`src/rtl/img_pkg.sv`:
```
// Shared types and default geometry for the 128x128 image buffer path.
package img_pkg;

  localparam int IMG_W     = 128;
  localparam int IMG_H     = 128;
  localparam int IMG_WORDS = IMG_W * IMG_H;
  localparam int PIX_W     = 24;

  localparam int SRC_W_DEF = 640;
  localparam int SRC_H_DEF = 480;
  localparam int X0_DEF    = 128;
  localparam int Y0_DEF    = 48;
  localparam int STEP_DEF  = 3;

  typedef struct packed {
    logic [7:0] r;
    logic [7:0] g;
    logic [7:0] b;
  } pix24_t;

  typedef enum logic [2:0] {
    IDLE,
    WAIT_SOF,
    CAPTURE,
    FILL,
    DONE
  } cap_state_e;

endpackage

```
`src/rtl/raster_counter.sv`:
```
// Source raster position tracking and window/subsample selection.
module raster_counter
  import img_pkg::*;
#(
  parameter int SRC_W = SRC_W_DEF,
  parameter int SRC_H = SRC_H_DEF,
  parameter int X0    = X0_DEF,
  parameter int Y0    = Y0_DEF,
  parameter int STEP  = STEP_DEF,
  parameter int DST_W = IMG_W,
  parameter int DST_H = IMG_H
) (
  input  logic clk_i,
  input  logic rst_ni,
  input  logic clr_i,
  input  logic adv_i,
  output logic keep_o,
  output logic eof_o
);

  localparam int XW = $clog2(SRC_W);
  localparam int YW = $clog2(SRC_H);
  localparam int PW = (STEP > 1) ? $clog2(STEP) : 1;

  logic [XW-1:0] sx_q, sx_d;
  logic [YW-1:0] sy_q, sy_d;
  logic [PW-1:0] px_q, px_d;
  logic [PW-1:0] py_q, py_d;
  logic          in_x, in_y, eol;

  assign in_x = (sx_q >= XW'(X0)) &&
                (sx_q <= XW'(X0 + STEP*DST_W - 1));
  assign in_y = (sy_q >= YW'(Y0)) &&
                (sy_q <= YW'(Y0 + STEP*DST_H - 1));
  assign eol  = adv_i && (sx_q == XW'(SRC_W - 1));

  assign eof_o  = eol && (sy_q == YW'(SRC_H - 1));
  assign keep_o = adv_i && in_x && in_y &&
                  (px_q == '0) && (py_q == '0);

  // Phase counters only run inside the window, so they read 0 at X0/Y0.
  always_comb begin
    sx_d = sx_q;
    sy_d = sy_q;
    px_d = px_q;
    py_d = py_q;
    if (clr_i) begin
      sx_d = '0;
      sy_d = '0;
      px_d = '0;
      py_d = '0;
    end else if (adv_i) begin
      if (eol) begin
        sx_d = '0;
        px_d = '0;
        sy_d = eof_o ? '0 : sy_q + 1'b1;
        if (in_y)
          py_d = (py_q == PW'(STEP - 1)) ? '0 : py_q + 1'b1;
      end else begin
        sx_d = sx_q + 1'b1;
        if (in_x)
          px_d = (px_q == PW'(STEP - 1)) ? '0 : px_q + 1'b1;
      end
    end
  end

  always_ff @(posedge clk_i or negedge rst_ni) begin
    if (!rst_ni) begin
      sx_q <= '0;
      sy_q <= '0;
      px_q <= '0;
      py_q <= '0;
    end else begin
      sx_q <= sx_d;
      sy_q <= sy_d;
      px_q <= px_d;
      py_q <= py_d;
    end
  end

endmodule

```
`src/rtl/frame_decimator.sv`:
```
// Captures a subsampled window of one camera frame into the image buffer,
// always issuing exactly DST_W*DST_H writes (zero-padded on short frames).
module frame_decimator
  import img_pkg::*;
#(
  parameter int SRC_W = SRC_W_DEF,
  parameter int SRC_H = SRC_H_DEF,
  parameter int X0    = X0_DEF,
  parameter int Y0    = Y0_DEF,
  parameter int STEP  = STEP_DEF,
  parameter int DST_W = IMG_W,
  parameter int DST_H = IMG_H
) (
  input  logic             i_clk,
  input  logic             i_rst_n,
  input  logic             i_start,
  input  logic             i_fval,
  input  logic             i_dval,
  input  logic [11:0]      i_r,
  input  logic [11:0]      i_g,
  input  logic [11:0]      i_b,
  output logic             o_wen,
  output logic [PIX_W-1:0] o_data,
  output logic             o_busy,
  output logic             o_done
);

  localparam int WORDS = DST_W * DST_H;
  localparam int WCW   = $clog2(WORDS + 1);

  cap_state_e     state_q, state_d;
  logic           fval_q;
  logic [WCW-1:0] wcnt_q, wcnt_d;
  logic           wen_q, wen_d;
  pix24_t         data_q, data_d;
  logic           busy_q, busy_d;
  logic           done_q, done_d;

  logic clr, adv, keep, eof;
  logic rise, fall, last;
  logic unused_lsb;

  assign unused_lsb = ^{i_r[3:0], i_g[3:0], i_b[3:0]};

  assign adv  = (state_q == CAPTURE) && i_dval;
  assign rise = i_fval && !fval_q;
  assign fall = fval_q && !i_fval;
  assign last = (wcnt_q == WCW'(WORDS - 1));

  raster_counter #(
    .SRC_W (SRC_W),
    .SRC_H (SRC_H),
    .X0    (X0),
    .Y0    (Y0),
    .STEP  (STEP),
    .DST_W (DST_W),
    .DST_H (DST_H)
  ) u_rc (
    .clk_i  (i_clk),
    .rst_ni (i_rst_n),
    .clr_i  (clr),
    .adv_i  (adv),
    .keep_o (keep),
    .eof_o  (eof)
  );

  always_comb begin
    state_d = state_q;
    wcnt_d  = wcnt_q;
    wen_d   = 1'b0;
    data_d  = data_q;
    clr     = 1'b0;
    unique case (state_q)
      IDLE: begin
        if (i_start) state_d = WAIT_SOF;
      end
      WAIT_SOF: begin
        if (rise) begin
          clr     = 1'b1;
          wcnt_d  = '0;
          state_d = CAPTURE;
        end
      end
      CAPTURE: begin
        // A final pixel coinciding with frame end completes without FILL.
        if (keep) begin
          wen_d  = 1'b1;
          data_d = '{r: i_r[11:4], g: i_g[11:4], b: i_b[11:4]};
          wcnt_d = wcnt_q + 1'b1;
        end
        if (keep && last)
          state_d = DONE;
        else if (fall || eof)
          state_d = FILL;
      end
      FILL: begin
        wen_d  = 1'b1;
        data_d = '0;
        wcnt_d = wcnt_q + 1'b1;
        if (last) state_d = DONE;
      end
      DONE: begin
        state_d = IDLE;
      end
      default: state_d = IDLE;
    endcase
  end

  assign done_d = (state_q == DONE);
  assign busy_d = (state_d != IDLE) || (state_q == DONE);

  always_ff @(posedge i_clk or negedge i_rst_n) begin
    if (!i_rst_n) begin
      state_q <= IDLE;
      fval_q  <= 1'b0;
      wcnt_q  <= '0;
      wen_q   <= 1'b0;
      data_q  <= '0;
      busy_q  <= 1'b0;
      done_q  <= 1'b0;
    end else begin
      state_q <= state_d;
      fval_q  <= i_fval;
      wcnt_q  <= wcnt_d;
      wen_q   <= wen_d;
      data_q  <= data_d;
      busy_q  <= busy_d;
      done_q  <= done_d;
    end
  end

  assign o_wen  = wen_q;
  assign o_data = data_q;
  assign o_busy = busy_q;
  assign o_done = done_q;

endmodule

```
`config.mk`:
```
export PLATFORM = sky130hd
export DESIGN_NAME = frame_decimator
export DESIGN_NICKNAME = d
export VERILOG_FILES = /design/src/rtl/img_pkg.sv /design/src/rtl/raster_counter.sv /design/src/rtl/frame_decimator.sv
export SDC_FILE = /design/constraint.sdc
export NUM_CORES = 1
export LEC_CHECK = 0
export ABC_AREA = 1
export BUFFER_PORTS_ARGS = -buffer_cell sky130_fd_sc_hd__buf_2
export CAP_MARGIN = 20
export CORE_ASPECT_RATIO = 1.1
export CORE_MARGIN = 5
export CORE_UTILIZATION = 60
export CTS_CLUSTER_DIAMETER = 40
export DETAILED_ROUTE_END_ITERATION = 16
export GPL_ROUTABILITY_DRIVEN = 0
export PLACE_DENSITY = 0.87
export SLEW_MARGIN = 20
export SYNTH_ARGS = -nofsm -noshare
export SYNTH_HDL_FRONTEND = slang
export SYNTH_HIERARCHICAL = 1
export SYNTH_SLANG_ARGS = --single-unit
```
`constraint.sdc`:
```
create_clock -name i_clk -period 6.25 [get_ports i_clk]
set_input_delay 0.3125 -clock i_clk [delete_from_list [all_inputs] [get_ports i_clk]]
set_output_delay 0.3125 -clock i_clk [all_outputs]
set_load 0.02 [all_outputs]
```
==> reports/results.ini <==
[outcome]
outcome = complete, no violations

[placement]
hpwlAfterDp_mm = 5.59
place_ws_ns = 2.57
placed_area_sq_um = 3890
port_buffers = 55

[timing]
worst_pin_slew_ns = 1.05
max_freq_mhz = 267
fin_crit_ns = 3.75
rsz0062_at_grt = no
finalHoldViolCount = 0
setup_tns_ns = 0
fin_crit_sh_pct = 60.0
whs_ns = 0.0851
setup_viol = 0
fin_skew_ns = 0.0123
slew_viol_final = 0
slew_headroom_pct = 30.2
setup_slack_ns = 2.50

[logic_synthesis]
ys_ff_latch = 69
synth_top_family_by_area = simple AND/OR/NAND/NOR gates
netlist_instances = 413
ys_seq_area_share_pct = 48.1
synthSimpleGateAreaFrac_pct = 28.5
ys.flop_type = dfrtp_1
ys_types = 40
synth_edf_count = 0
synth_compound_area_share_pct = 12.9
yosys.area_share.xor_xnor_pct = 0.732
netlist_area_sq_um = 3590
synth_adder_area_share_pct = 1.74
synth_mux_area_share_pct = 0
async_reset_ff_share_pct = 100
synth_fp_nets = 459
postSynthAreaPerCell_sq_um = 8.69
yosysWarnings = 6

[final_layout]
area_growth_pct = 15.3
post-route-util_pct = 71.3
fin_nets = 515
layout-drive-gt1-share_pct = 23.8
fin_area_sq_um = 4140

[critical_path]
slowest_delay_ns = 0.79
cp_top_family = simple AND/OR/NAND/NOR gates
worst-path-buf-inv = 4
cp.arrival_ns = 3.99
end_kind = register
path_class = register to register
crit_required_ns = 6.49
cpMaxStageDelayCell = nor2_2
crit_top_cell = nor2_1
crit_fanout = 31
cp_cell_sequence = inv_2, nand2_2, nor2_2, inv_1, nor2_1, nand2_1, inv_1, nand4_1, nor2_2, buf_4, o21ai_4, nand2_8, nand3_2, nor2_1, nor2_1
start_kind = register

[cts]
hold_buffers = 0
cts_tree = yes
post_cts.repair.setup_buffers = 0
cts.sinks = 69
post_cts_resized = 0
cts_buffer_depth = 2
h-tree-depth = 3
clkLatencyLatePin_ns = 0.35
path_clk_slew_ns = 0.08
cts_root_buf = clkbuf_8
cts_buffers = 9

[hold_path]
hp-class = primary input to register

[die]
initial_core_util_pct = 61.8
core_area_sq_um = 5810
dieArea_sq_um = 7630
die_w_um = 83.8
top_level_ports = 68
die_h_um = 91.1
row_count = 29

[power]
power_leakage_nw = 2.07
p_comb_share_pct = 24.8
peakVddDrop_uv = 183
power-per-cell-area_nw_per_um2 = 318
switching_share_pct = 35.3
power_switching_uw = 465
power_frac_clock_pct = 33.9
seqPwrFrac_pct = 41.3
power.internal_uw = 852

[global_route]
antenna_found_initial = 1
grt_pass1_wl_mm = 13.5
grt_overflow = 0
grtUsageTotal_pct = 21.5
grt_pass1_vias = 3035
grt_max_degree = 70

[drt]
drc = 0
vias = 3109
drt-total-wl_mm = 8.09
initialDrtViolationCount = 244
avgRoutedWirePerCell_um = 14.7
viasPerCell = 5.63
drtPass1Iterations = 5
antenna_left = 0

[run]
cap_violations = 0

==> Yosys cell counts, types with 2 or more instances <==
library cell	n	area, sq um
nor2_4	4	45.0
xor2_1	3	26.3
a32o_1	24	240
a21oi_1	14	70.1
nand2_1	81	304
a21oi_2	2	17.5
nor2_2	5	31.3
o21a_1	2	15.0
clkbuf_1	2	7.51
nand3_1	19	95.1
nor3_1	7	35.0
nand2_4	2	22.5
nor2_1	62	233
nand2_2	4	25.0
ha_1	5	62.6
a31oi_1	2	12.5
o21ai_0	8	40.0
inv_2	9	33.8
nand3_2	5	50.1
o31ai_1	2	15.0
dfrtp_1	69	1730
buf_4	2	15.0
nand4_1	14	87.6
buf_2	5	25.0
buf_8	2	30.0
inv_1	42	158
o21ai_1	4	20.0
==> layout by cell type, fill, tap and decap left out, types with 2 or more instances in the layout <==
| cell | count |
|---|---|
| inv_1 | 42 |
| a31oi_1 | 2 |
| xor2_1 | 3 |
| nand3_1 | 19 |
| nand2_2 | 4 |
| nor3_1 | 7 |
| buf_2 | 55 |
| o21ai_1 | 4 |
| ha_1 | 5 |
| a21oi_1 | 14 |
| a32o_1 | 24 |
| buf_4 | 2 |
| bufinv_16 | 3 |
| nand2_4 | 2 |
| o21ai_0 | 8 |
| nor2_4 | 4 |
| o21a_1 | 2 |
| nand4_1 | 14 |
| a21oi_2 | 2 |
| dfrtp_1 | 69 |
| inv_6 | 2 |
| nor2_1 | 61 |
| nand3_2 | 5 |
| inv_2 | 9 |
| nand2_1 | 81 |
| o31ai_1 | 2 |
| clkbuf_8 | 9 |
| nor2_2 | 6 |
==> worst paths after layout <==
| check | depth (start not counted) | startpoint | to | slack, ns |
|---|---|---|---|---|
| max | 15 | state_q[2] | wcnt_q[7] | 2.50 |
| min reg2reg | 1 | o_data[22] | o_data[22] | 0.49 |
| min in group asynchronous | 2 | i_rst_n | wcnt_q[13] | 0.14 |
| min | 1 | i_fval | fval_q | 0.09 |
| max in group asynchronous | 2 | i_rst_n | wcnt_q[4] | 5.53 |
| max reg2reg | 15 | state_q[2] | wcnt_q[7] | 2.50 |
==> flip-flops by register name, summed over array words and instances (netlist names) <==
name and count:
o_data 24, wcnt_q 15, u_rc/sx_q 10, u_rc/sy_q 9, state_q 3, u_rc/px_q 2, u_rc/py_q 2, fval_q 1
o_busy 1, o_done 1, o_wen 1
==> area by class of cell <==
| class | instances | area, sq um |
|---|---|---|
| multi-input combinational | 280 | 1580 |
| timing repair buffer | 57 | 290 |
| antenna | 1 | 2.50 |
| clock buffer | 9 | 124 |
| inverter | 52 | 198 |
| clock inverter | 7 | 121 |
| tap | 77 | 96.3 |
| sequential | 69 | 1730 |
| fill | 438 | 1670 |
==> logic make-up after synthesis <==
logic type,after synthesis
AND/OR/NAND/NOR,211
flip-flops,69
AO/OA/AOI/OAI,61
XOR/XNOR,3
adder cells (fa/ha/maj),5
buffers and inverters,64
==> through the flow <==
| step | power, mW | cells |
|---|---|---|
| final | 1.32 | 552 |
| after global routing | 1.38 | 552 |
| after CTS | 1.33 | 551 |
| after detailed placement | 0.875 | 535 |
| after global placement | 0.857 | 535 |
| after floorplan | 0.812 | 413 |
==> per-layer routing <==
| metal | part of all wire, % | GRT usage (%) | vias up |
|---|---|---|---|
| met1 | 39 | 24.6 | 1502 |
| met5 | 0 | 0 | - |
| li1 | - | - | 1489 |
| met3 | 4.7 | 4.43 | 22 |
| met2 | 54 | 38.9 | 96 |
| met4 | 2.3 | 9.38 | 0 |
==> power by group through the flow <==
| stage | registers, mW | clock network [mW] | logic [mW] |
|---|---|---|---|
| after CTS | 0.543 | 0.455 | 0.328 |
| final | 0.544 | 0.446 | 0.326 |
| after global routing | 0.551 | 0.474 | 0.357 |
| after global placement | 0.547 | 0 | 0.310 |
| after detailed placement | 0.551 | 0 | 0.324 |
| after floorplan | 0.540 | 0 | 0.272 |
(Power assumes the default switching activity.)
